[config.mk]
export PLATFORM = sky130hd
export DESIGN_NAME = bsr_readback
export DESIGN_NICKNAME = d
export VERILOG_FILES = /design/src/rtl/bsr_pkg.sv /design/src/rtl/bsr_word_serializer.sv /design/src/rtl/bsr_readback.sv
export SDC_FILE = /design/constraint.sdc
export NUM_CORES = 1
export LEC_CHECK = 0
export BUFFER_PORTS_ARGS = -buffer_cell sky130_fd_sc_hd__buf_2
export CAP_MARGIN = 30
export CORE_ASPECT_RATIO = 1.1
export CORE_UTILIZATION = 55
export CTS_BUF_LIST = sky130_fd_sc_hd__clkbuf_4
export DETAILED_ROUTE_END_ITERATION = 10
export PLACE_DENSITY_LB_ADDON = 0.2
export SYNTH_ARGS = -nofsm -noshare
export SYNTH_HDL_FRONTEND = slang
export SYNTH_SLANG_ARGS = --single-unit
[constraint.sdc]
create_clock -name clk -period 5.85 [get_ports clk]
set_input_delay 0.8775 -clock clk [delete_from_list [all_inputs] [get_ports clk]]
set_output_delay 0.8775 -clock clk [all_outputs]
set_load 0.005 [all_outputs]
[src/rtl/bsr_pkg.sv]
// Shared definitions for the BSR matrix readback streamer and its receiver:
// FSM states, CRC32 constants and the byte-wise CRC update.
package bsr_pkg;

    typedef enum logic [3:0] {
        ST_IDLE,
        ST_HDR,
        ST_RP_RD,
        ST_RP_TX,
        ST_CI_RD,
        ST_CI_TX,
        ST_BK_RD,
        ST_BK_TX,
        ST_CRC_TX,
        ST_DONE
    } bsr_state_e;

    localparam logic [31:0] CRC_POLY    = 32'h04C1_1DB7;
    localparam logic [31:0] CRC_INIT    = 32'hFFFF_FFFF;
    localparam int          BLOCK_WORDS = 16;
    localparam int          HDR_BYTES   = 12;
    localparam int          HDR_WORDS   = HDR_BYTES / 4;

    // Data bits enter LSB-first while the register shifts left (non-reflected register).
    function automatic logic [31:0] crc32_byte(input logic [31:0] crc, input logic [7:0] data);
        logic [31:0] c;
        c = crc;
        for (int i = 0; i < 8; i++) begin
            c = (c[31] ^ data[i]) ? ((c << 1) ^ CRC_POLY) : (c << 1);
        end
        return c;
    endfunction

endpackage

[src/rtl/bsr_word_serializer.sv]
// Breaks a 1/2/4-byte word into bytes LSB-first under valid/ready; the first
// byte is forwarded straight from i_word in the load cycle so no bubble is added.
module bsr_word_serializer (
    input  logic        clk,
    input  logic        rst_n,
    input  logic        i_load,
    input  logic [31:0] i_word,
    input  logic [2:0]  i_nbytes,
    input  logic        i_ready,
    output logic [7:0]  o_data,
    output logic        o_valid,
    output logic        o_fire,
    output logic        o_last,
    output logic        o_active
);

    logic [31:0] r_word;
    logic [2:0]  r_cnt;
    logic        r_valid;
    logic [31:0] w_word;
    logic [2:0]  w_cnt;

    always_comb begin
        w_word   = r_valid ? r_word : i_word;
        w_cnt    = r_valid ? r_cnt  : i_nbytes;
        o_valid  = r_valid | i_load;
        o_data   = o_valid ? w_word[7:0] : 8'h00;
        o_last   = o_valid && (w_cnt == 3'd1);
        o_fire   = o_valid && i_ready;
        o_active = r_valid;
    end

    // NOTE: state registers use non-blocking assignments so every flop samples pre-edge values.
    always_ff @(posedge clk or negedge rst_n) begin
        if (!rst_n) begin
            r_word  <= 32'h0;
            r_cnt   <= 3'd0;
            r_valid <= 1'b0;
        end else if (o_fire) begin
            r_word  <= {8'h00, w_word[31:8]};
            r_cnt   <= w_cnt - 3'd1;
            r_valid <= (w_cnt != 3'd1);
        end else if (i_load && !r_valid) begin
            r_word  <= i_word;
            r_cnt   <= i_nbytes;
            r_valid <= 1'b1;
        end
    end

endmodule

[src/rtl/bsr_readback.sv]
// Streams a BSR sparse matrix (header, row_ptr, col_idx, block words, CRC32)
// from three synchronous BRAMs out over a byte-wide valid/ready UART port.
module bsr_readback
    import bsr_pkg::*;
#(
    parameter int ADDR_WIDTH    = 16,
    parameter int BLOCK_AW      = 21,
    parameter int MAX_BLOCKS    = 65536,
    parameter int ROW_PTR_DEPTH = 256,
    parameter int ENABLE_CRC    = 1
) (
    input  logic                  clk,
    input  logic                  rst_n,
    input  logic                  start,
    input  logic [31:0]           cfg_rows,
    input  logic [31:0]           cfg_cols,
    input  logic [31:0]           cfg_blocks,
    output logic                  row_ptr_re,
    output logic [ADDR_WIDTH-1:0] row_ptr_raddr,
    input  logic [31:0]           row_ptr_rdata,
    output logic                  col_idx_re,
    output logic [ADDR_WIDTH-1:0] col_idx_raddr,
    input  logic [15:0]           col_idx_rdata,
    output logic                  block_re,
    output logic [BLOCK_AW-1:0]   block_raddr,
    input  logic [31:0]           block_rdata,
    output logic [7:0]            uart_tx_data,
    output logic                  uart_tx_valid,
    input  logic                  uart_tx_ready,
    output logic                  busy,
    output logic                  done,
    output logic                  error,
    output logic [31:0]           bytes_sent
);

    bsr_state_e  r_state, w_next, w_after_blocks;
    logic [31:0] r_rows, r_cols, r_blocks, r_idx, r_crc, r_bytes_sent;
    logic        r_error;
    logic [31:0] w_word, w_bk_last;
    logic [2:0]  w_nbytes;
    logic [7:0]  w_tx_data;
    logic        w_legal, w_tx_state, w_load, w_fire, w_last, w_active;
    logic        w_word_done, w_sect_end;

    assign w_legal        = (cfg_blocks <= 32'(MAX_BLOCKS)) && (cfg_rows <= 32'(ROW_PTR_DEPTH - 1));
    assign w_bk_last      = r_blocks * 32'(BLOCK_WORDS) - 32'd1;
    assign w_after_blocks = (ENABLE_CRC != 0) ? ST_CRC_TX : ST_DONE;
    assign w_word_done    = w_fire && w_last;
    // A TX state with an idle serializer has just been entered: rdata is valid now.
    assign w_load         = w_tx_state && !w_active;

    // NOTE: every always_comb output gets a default first so no path can infer a latch.
    always_comb begin
        w_next     = r_state;
        w_word     = 32'h0;
        w_nbytes   = 3'd4;
        w_tx_state = 1'b0;
        w_sect_end = 1'b0;
        row_ptr_re = 1'b0;
        col_idx_re = 1'b0;
        block_re   = 1'b0;
        unique case (r_state)
            ST_IDLE: if (start && w_legal) w_next = ST_HDR;
            ST_HDR: begin
                w_tx_state = 1'b1;
                w_word     = (r_idx == 32'd0) ? r_rows : (r_idx == 32'd1) ? r_cols : r_blocks;
                w_sect_end = (r_idx == 32'(HDR_WORDS - 1));
                if (w_word_done && w_sect_end) w_next = ST_RP_RD;
            end
            ST_RP_RD: begin
                row_ptr_re = 1'b1;
                w_next     = ST_RP_TX;
            end
            ST_RP_TX: begin
                w_tx_state = 1'b1;
                w_word     = row_ptr_rdata;
                w_sect_end = (r_idx == r_rows);
                if (w_word_done) begin
                    if (!w_sect_end)            w_next = ST_RP_RD;
                    else if (r_blocks != 32'd0) w_next = ST_CI_RD;
                    else                        w_next = w_after_blocks;
                end
            end
            ST_CI_RD: begin
                col_idx_re = 1'b1;
                w_next     = ST_CI_TX;
            end
            ST_CI_TX: begin
                w_tx_state = 1'b1;
                w_word     = {16'h0, col_idx_rdata};
                w_nbytes   = 3'd2;
                w_sect_end = (r_idx == r_blocks - 32'd1);
                if (w_word_done) w_next = w_sect_end ? ST_BK_RD : ST_CI_RD;
            end
            ST_BK_RD: begin
                block_re = 1'b1;
                w_next   = ST_BK_TX;
            end
            ST_BK_TX: begin
                w_tx_state = 1'b1;
                w_word     = block_rdata;
                w_sect_end = (r_idx == w_bk_last);
                if (w_word_done) w_next = w_sect_end ? w_after_blocks : ST_BK_RD;
            end
            ST_CRC_TX: begin
                w_tx_state = 1'b1;
                w_word     = ~r_crc;
                w_sect_end = 1'b1;
                if (w_word_done) w_next = ST_DONE;
            end
            ST_DONE: w_next = ST_IDLE;
            default: w_next = ST_IDLE;
        endcase
    end

    always_ff @(posedge clk or negedge rst_n) begin
        if (!rst_n) begin
            r_state      <= ST_IDLE;
            r_rows       <= 32'h0;
            r_cols       <= 32'h0;
            r_blocks     <= 32'h0;
            r_idx        <= 32'h0;
            r_crc        <= CRC_INIT;
            r_bytes_sent <= 32'h0;
            r_error      <= 1'b0;
        end else begin
            r_state <= w_next;
            if (r_state == ST_IDLE && start) begin
                if (w_legal) begin
                    r_rows       <= cfg_rows;
                    r_cols       <= cfg_cols;
                    r_blocks     <= cfg_blocks;
                    r_idx        <= 32'h0;
                    r_crc        <= CRC_INIT;
                    r_bytes_sent <= 32'h0;
                    r_error      <= 1'b0;
                end else begin
                    r_error <= 1'b1;
                end
            end
            if (w_fire) begin
                r_bytes_sent <= r_bytes_sent + 32'd1;
                if (r_state inside {ST_RP_TX, ST_CI_TX, ST_BK_TX})
                    r_crc <= crc32_byte(r_crc, w_tx_data);
            end
            if (w_word_done) r_idx <= w_sect_end ? 32'h0 : r_idx + 32'd1;
        end
    end

    bsr_word_serializer u_ser (
        .clk      (clk),
        .rst_n    (rst_n),
        .i_load   (w_load),
        .i_word   (w_word),
        .i_nbytes (w_nbytes),
        .i_ready  (uart_tx_ready),
        .o_data   (w_tx_data),
        .o_valid  (uart_tx_valid),
        .o_fire   (w_fire),
        .o_last   (w_last),
        .o_active (w_active)
    );

    assign uart_tx_data  = w_tx_data;
    assign row_ptr_raddr = r_idx[ADDR_WIDTH-1:0];
    assign col_idx_raddr = r_idx[ADDR_WIDTH-1:0];
    assign block_raddr   = r_idx[BLOCK_AW-1:0];
    assign busy          = !(r_state inside {ST_IDLE, ST_DONE});
    assign done          = (r_state == ST_DONE);
    assign error         = r_error;
    assign bytes_sent    = r_bytes_sent;

endmodule

After elaboration in Yosys (flattened, before gate mapping)
Index checks and enable logic that the tools add are counted.
- bits in registers: 233
- logic and storage cells: 131
- $add $sub $neg: 5
- magnitude comparators: 2
- equality and inequality tests: 22
- multiplexer cells: 47
- bitwise gates (word level): 18
- reductions and logical operators: 26
- operators with widths (cell ; count):
    $mux 32 ; 14
    $mux 27 ; 8
    $pmux 32 s5 ; 1
    $not 14->14 ; 8
    $eq 32x32->1 ; 3
    $add 32x1->32 const B ; 2
    $sub 32x1->32 const B ; 2
    $mux 4 ; 9
    $pmux 4 s9 ; 1
    $eq 32x1->1 const B ; 1
    $eq 32x2->1 const B ; 1
    $le 32x17->1 const B ; 1
    $le 32x8->1 const B ; 1
    $logic_not 32->1 ; 1
    $not 32->32 ; 1
    $reduce_bool 32->1 ; 1
    $eq 4x3->1 const B ; 4
    $mux 3 ; 4
    $ne 2x2->1 const B ; 6
    $reduce_bool 2->1 ; 6
    $logic_and 1x1->1 ; 9
    $eq 4x2->1 const B ; 2
    $eq 4x4->1 const B ; 2
    $mux 8 ; 1
    15 further kinds ; 31

Depth between registers and ports, before layout
Gate-level depths: netlist of run 1.
- word-level depth: 24
- depth in mapped cells: 16

Modules after synthesis
From an unflattened synthesis of run 1, not the netlist that was laid out.
- cell total of the unflattened synthesis: 1894
- area, all modules: 16085.4 um^2
- by module, submodules not included (module ; instances ; cells each ; area each (um^2) ; seq. area each (um^2)):
    bsr_readback ; 1 ; 1639 ; 13570.5 ; 4969.8
    bsr_word_serializer ; 1 ; 255 ; 2514.9 ; 900.9

Least setup slack after synthesis of run 1
No wires, ideal clock.
- kind: reg2reg
- start point: reg r_blocks[0]
- end point: reg r_idx[15]
- arrival: 3731 ps
- path slack: 1995 ps
- stages on the path, launching flop included: 16
- path buffers: 3
- path through: dfrtp_1 -> clkbuf_1 -> inv_1 -> ha_1 -> or4b_1 -> or4_4 -> or3_1 -> xnor2_1 -> or4_1 -> nor4_1 -> nand4_1 -> nand4_2 -> buf_6 -> buf_6 -> nor2_1 -> a211o_1
- word-level cells in the longest chain between the ends: 5
- elaborated cells between the ends (all ways): 7
- classes of those cells: add/sub: 2; eq/ne: 2; mux: 3
- RTL lines (what ; line ; source):
    from (decl) ; bsr_readback.sv:37 ; logic [31:0] r_rows, r_cols, r_blocks, r_idx, r_crc, r_bytes_sent;
    from (signal assigned) ; bsr_readback.sv:132 ; r_blocks <= cfg_blocks;
    $sub 32x1->32, on equally long branches ; bsr_readback.sv:46, bsr_readback.sv:92 ;
    $eq 32x32->1, on equally long branches ; bsr_readback.sv:102, bsr_readback.sv:92 ;
    $pmux 1 s5 (*) ; bsr_readback.sv:62 ; unique case (r_state)
    $mux 32 (*) (2 in a row) ; bsr_readback.sv:146 ; if (w_word_done) r_idx <= w_sect_end ? 32'h0 : r_idx + 32'd1;
    to (signal assigned) ; bsr_readback.sv:146 ;
    to (decl) ; bsr_readback.sv:37 ;
Every way passes the cells marked *; elsewhere a longest branch is shown, timed or not.
A chain may end at the register's enable or synchronous reset.

Worst setup path after layout of run 1
- start point: reg r_blocks[0]
- end point: reg r_idx[26]
Same word-level chain as after synthesis.

==> flow_metrics.tcl, run 1 <==
set metrics [dict create \
    yosys.area_share.adder_pct 0.639 \
    insertion_delay_ns 0.72 \
    gr-usage-all-layers_pct 37.0 \
    critical_path_class "reg -> reg" \
    cts_inserted_buffers 66 \
    cts_setup_buffers 0 \
    boundaryPins 280 \
    synth_compound_area_share_pct 17.9 \
    antenna_found_initial 2 \
    power_density_nw_per_um2 446 \
    clk_pin_slew_ns 0.07 \
    grt_pass1_vias 14531 \
    cts_tree "built" \
    finalHoldViolCount 0 \
    avgSynthCellArea_um2 8.29 \
    rsz0062_at_grt "no" \
    syn_inst 1890 \
    synthToLayoutAreaGrowth_pct 13.5 \
    timing.fmax_mhz 209 \
    final_nets 2263 \
    holdCritPathClass "in -> async" \
    postCtsResizedCells 0 \
    drc 0 \
    status "finished clean" \
    routabilityCongestion 1.01 \
    synth_top_family_by_area "simple AND/OR/NAND/NOR gates" \
    start_util_pct 56.2 \
    synth_mux_area_share_pct 3.04 \
    cp-end-kind "register" \
    hold_buffers 0 \
    root_buffer "clkbuf_4" \
    tns_ns 0 \
    hpwl_mm 38.8 \
    synth.cell_area_um2 15700 \
    internal-power_w 0.00449 \
    num_rows 64 \
    fin_skew_ns 0.0378 \
    synth-edff-count 0 \
    drive_above_1_share_pct 23.3 \
    switchingPower_w 0.00344 \
    setup_violations 0 \
    crit_path_start_kind "register" \
    synth_seq_cells 233 \
    fp.dieH_um 179 \
    ir_drop_v 0.000634 \
    final_antenna_net_count 0 \
    gr-total-overflow 0 \
    yosysSeqAreaShare_pct 37.5 \
    grt_max_degree 122 \
    p_clk_share_pct 20.8 \
    synth_cell_types 79 \
    die_w_um 163 \
    p_comb_share_pct 50.3 \
    synth_xor_area_share_pct 10.4 \
    synth_simple_gate_area_share_pct 23.5 \
    drt_iter0_markers 1669 \
    path_max_fanout 22 \
    htreeDepth 3 \
    finalMaxSlewViolations 0 \
    period_needed_ns 4.79 \
    critPathArrivalTime_ns 5.38 \
    cp.required_ns 6.44 \
    synth_fp_nets 2078 \
    cts_max_path_buffers 3 \
    fin_crit_sh_pct 82.0 \
    avgViaCountPerCell 6.21 \
    wl_mm 53.2 \
    ys_async_sr_fraction_pct 100 \
    p_seq_share_pct 28.9 \
    layout_setup_ws_ns 1.06 \
    portBuffers 279 \
    maxCapViolations 0 \
    p_leak_nw 8.69 \
    clock_sink_count 233 \
    synth_flop_cell "dfrtp_1" \
    num_vias 15425 \
    swShare_pct 43.4 \
    p_total_w 0.00793 \
    post_drt_wl_per_cell_um 21.4 \
    ys.warnings.count 0 \
    worstMarginPinSlew_ns 1.04 \
    place_ws_ns 1.15 \
    die_area_um2 29200 \
    dr.pass1.iters 8 \
    core_um2 27900 \
    grt_first_pass_wirelength_mm 81.7 \
    slew-limit-headroom_pct 29.0 \
]
-- path summary, 6_finish.rpt --
kind                       slack (ns)    startpoint        endpoint  cells after the start
max                              1.06   r_blocks[0]       r_idx[26]                     13
min reg2reg                      0.46    r_cols[30]      r_cols[30]                      2
max in group asynchronous        4.41         rst_n  bytes_sent[12]                      2
min                              0.24         rst_n       r_rows[6]                      1
min in group clk                 0.35  cfg_cols[18]      r_cols[18]                      3
max reg2reg                      1.06   r_blocks[0]       r_idx[26]                     13
-- state kept, by name (all words and copies together) (netlist names) --
name            count
error               1
r_crc              32
r_cols             32
r_idx              32
r_state             4
u_ser.r_cnt         3
u_ser.o_active      1
u_ser.r_word       32
r_rows             32
bytes_sent         32
r_blocks           32
-- cell usage after synthesis, types with 10 or more instances --
cell / n / area, um^2
nor4_1: 49 / 307
a211o_1: 10 / 87.6
clkbuf_1: 126 / 473
and2_1: 42 / 263
dfrtp_1: 201 / 5030
a21oi_1: 102 / 510
buf_2: 10 / 50.1
nor2_1: 122 / 458
xor2_1: 92 / 806
nand3_1: 53 / 265
and3_1: 25 / 156
or3_1: 14 / 87.6
a2111oi_0: 10 / 87.6
o211ai_1: 13 / 97.6
xnor2_1: 85 / 744
a22oi_1: 21 / 158
o22a_1: 10 / 87.6
a21o_1: 20 / 150
a31oi_1: 17 / 106
nor3b_1: 15 / 113
buf_4: 54 / 405
inv_1: 25 / 93.8
mux2i_1: 42 / 420
nand2b_1: 16 / 100
a211oi_1: 12 / 90.1
o22ai_1: 14 / 87.6
nand4_1: 22 / 138
dfstp_2: 32 / 841
o21ai_0: 148 / 741
nor3_1: 47 / 235
nand2_1: 287 / 1080
or2_2: 15 / 93.8
-- routing by layer --
layer	global-route usage, %	routed length (um)	vias to the layer above
met5	0	13	-
met4	17.8	2420	2
met3	7.12	4250	174
met2	60.9	25400	826
met1	46.5	21100	7401
li1	-	-	7022
-- cell type report --
class | count | area, um^2
fill | 2471 | 10100
multi-input combinational | 1431 | 8740
sequential | 233 | 5870
timing repair buffer | 318 | 1730
clock buffer | 94 | 706
tap | 363 | 454
clock inverter | 18 | 175
inverter | 25 | 93.8
antenna | 2 | 5.00
-- layout by cell type, fill, tap and decap left out, drive strengths merged, types with 12 or more instances in the layout --
cell    instances
a211oi         12
a21o           20
a21oi         102
a22oi          21
a31oi          17
and2           43
and3           25
buf           317
clkbuf         95
clkinv         12
dfrtp         201
dfstp          32
inv            27
mux2i          42
nand2         287
nand2b         16
nand3          53
nand4          23
nor2          122
nor3           49
nor3b          15
nor4           49
o211ai         13
o21ai         150
o22ai          14
or2            15
or3            14
xnor2          86
xor2           92
-- worst max-delay path, stage by stage, from the launching register on --
cell and delay [ns]:
dfrtp_1 0.48, inv_1 0.11, ha_1 0.19, or4b_1 0.65, or4_4 0.60, or3_1 0.40
xnor2_1 0.14, or4_1 0.53, nor4_1 0.29, nand4_1 0.20, nand4_2 0.45, buf_8 0.24
nor4b_1 0.07, a211o_1 0.28
-- cell families (layout without fill, tap and decap cells) --
group / after synthesis / in the layout
AO/OA/AOI/OAI: 443 / 443
XOR/XNOR: 181 / 181
adder cells (fa/ha/maj): 8 / 8
buffers and inverters: 226 / 455
flip-flops: 233 / 233
multiplexers: 46 / 46
other: 0 / 2
AND/OR/NAND/NOR: 753 / 753
-- metrics by stage --
step	utilization, %	cells	hold slack, ns	area [um^2]
detailed placement	60.5	2369	0.453	16900
global route	63.8	2484	0.312	17800
finish	63.8	2484	0.239	17800
global placement	60.4	2366	0.445	16800
floorplan	-	1890	0.430	15700
CTS	63.7	2481	0.261	17800
-- power groups by stage --
stage	sequential, W	clock (W)	combinational (W)
5_1_grt	0.00231	0.00177	0.00429
4_1_cts	0.00227	0.00167	0.00391
3_5_place_dp	0.00230	0	0.00387
2_1_floorplan	0.00211	0	0.00303
3_3_place_gp	0.00229	0	0.00380
6_report	0.00229	0.00165	0.00399
(Power assumes the default switching activity.)
==> run 2: changes to the inputs <==
==> constraint.sdc (replaced) <==
create_clock -name clk -period 4.9 [get_ports clk]
set_input_delay 0.735 -clock clk [delete_from_list [all_inputs] [get_ports clk]]
set_output_delay 0.735 -clock clk [all_outputs]
set_load 0.005 [all_outputs]
==> flow_metrics.tcl, run 2 (same netlist as run 1, synthesis figures left out) <==
set metrics [dict create \
    rr_worst_depth 11 \
    synthToLayoutAreaGrowth_pct 14.1 \
    drc 0 \
    fp.dieH_um 179 \
    fin_skew_ns 0.0400 \
    insertion_delay_ns 0.75 \
    drive_above_1_share_pct 24.0 \
    num_rows 64 \
    switchingPower_w 0.00414 \
    grt_max_degree 101 \
    final_nets 2288 \
    die_w_um 163 \
    path_max_fanout 9 \
    placed_cells 2400 \
    cp_top_family "simple AND/OR/NAND/NOR gates" \
    final_antenna_net_count 0 \
    avgViaCountPerCell 6.15 \
    status "finished clean" \
    setup_violations 0 \
    wl_mm 53.6 \
    critPathBufInv 1 \
    hpwl_mm 40.0 \
    rr_startpoint "r_blocks[7]" \
    layout_commonest_cell "nand2_1" \
    worst-path-stages 7 \
    cts_max_path_buffers 3 \
    rsz0062_at_grt "no" \
    internal-power_w 0.00513 \
    fin_cells 2510 \
    routabilityCongestion 0.965 \
    max_stage_delay_ns 0.60 \
    crit_path_start_kind "register" \
    timing.fmax_mhz 226 \
    start_util_pct 56.2 \
    cts_setup_buffers 0 \
    antenna_found_initial 1 \
    portBuffers 279 \
    maxCapViolations 0 \
    cp_cell_sequence "nor4_1 -> nand4_1 -> nor3_2 -> o21ai_0 -> and2_1 -> o21ai_0 -> buf_2" \
    p_comb_share_pct 52.4 \
    post-route-cell-area_um2 17900 \
    gr-total-overflow 0 \
    cp-end-kind "output pin" \
    cts_tree "built" \
    htreeDepth 2 \
    p_seq_share_pct 29.3 \
    tns_ns 0 \
    cp.required_ns 4.16 \
    cts_inserted_buffers 61 \
    clock_sink_count 233 \
    worstMarginPinSlew_ns 0.963 \
    holdCritPathClass "in -> async" \
    grt_first_pass_wirelength_mm 82.2 \
    num_vias 15436 \
    critical_path_class "reg -> out" \
    slew-limit-headroom_pct 35.2 \
    drt_iter0_markers 1881 \
    final_util_pct 64.1 \
    critPathArrivalTime_ns 3.68 \
    ir_drop_v 0.000721 \
    hold_buffers 0 \
    fin_crit_sh_pct 90.2 \
    finalHoldViolCount 0 \
    period_needed_ns 4.42 \
    gr-usage-all-layers_pct 37.1 \
    dr.pass1.iters 7 \
    p_clk_share_pct 18.3 \
    p_leak_nw 8.77 \
    finalMaxSlewViolations 0 \
    swShare_pct 44.7 \
    boundaryPins 280 \
    post_drt_wl_per_cell_um 21.4 \
    power_density_nw_per_um2 518 \
    root_buffer "clkbuf_4" \
    die_area_um2 29200 \
    grt_pass1_vias 14653 \
    startpoint "r_idx[7]" \
    critical-path-slowest-cell "nor3_2" \
    crit_top_cell "o21ai_0" \
    final_cell_mix "286 x nand2_1, 278 x buf_2, 201 x dfrtp_1, 148 x o21ai_0, 121 x nor2_1" \
    core_um2 27900 \
    dpl_cell_area_um2 17100 \
    clk_pin_slew_ns 0.07 \
    postCtsResizedCells 0 \
]
run 2: cell count changes in the layout (fill, tap and decap cells not counted), moves of 2 or more:
cell	delta
buf_4	+32
bufinv_16	-4
clkbuf_4	-7
clkinv_1	+5
clkinv_2	+2
inv_2	-2
inv_6	+2
run 2: power groups by stage:
stage | clock network [W] | logic, W | registers, W
after floorplan | 0 | 0.00361 | 0.00252
after global placement | 0 | 0.00465 | 0.00272
after detailed placement | 0 | 0.00473 | 0.00273
after CTS | 0.00172 | 0.00477 | 0.00270
after global routing | 0.00182 | 0.00521 | 0.00274
final | 0.00169 | 0.00485 | 0.00272
run 2: layer usage:
layer / share of wire, % / global-route usage (%)
met5: 0 / 0
met2: 47 / 59.1
met3: 8.1 / 6.48
met4: 5.8 / 21.6
met1: 40 / 47.4
run 2: path summary, 6_finish.rpt:
check | slack, ns | to
setup / recovery | 0.48 | uart_tx_data[1]
hold / removal | 0.007 | r_blocks[3]
setup reg to reg | 0.51 | r_idx[15]
hold reg to reg | 0.47 | r_cols[6]
max in group asynchronous | 3.83 | r_idx[31]
min in group clk | 0.19 | r_cols[27]
run 2: through the flow:
stage / power (W) / hold WS, ns / worst slack (ns)
after floorplan: 0.00614 / 0.430 / 1.04
after CTS: 0.00919 / 0.0313 / 0.548
after detailed placement: 0.00746 / 0.455 / 0.596
after global routing: 0.00977 / 0.0364 / 0.312
after global placement: 0.00738 / 0.447 / 0.663
final: 0.00926 / 0.00664 / 0.482
run 2: layout make-up:
type,count,area [um^2]
fill,2466,10000
multi-input combinational,1431,8740
sequential,233,5870
timing repair buffer,348,1950
clock buffer,87,653
tap,363,454
clock inverter,22,101
inverter,25,93.8
antenna,1,2.50
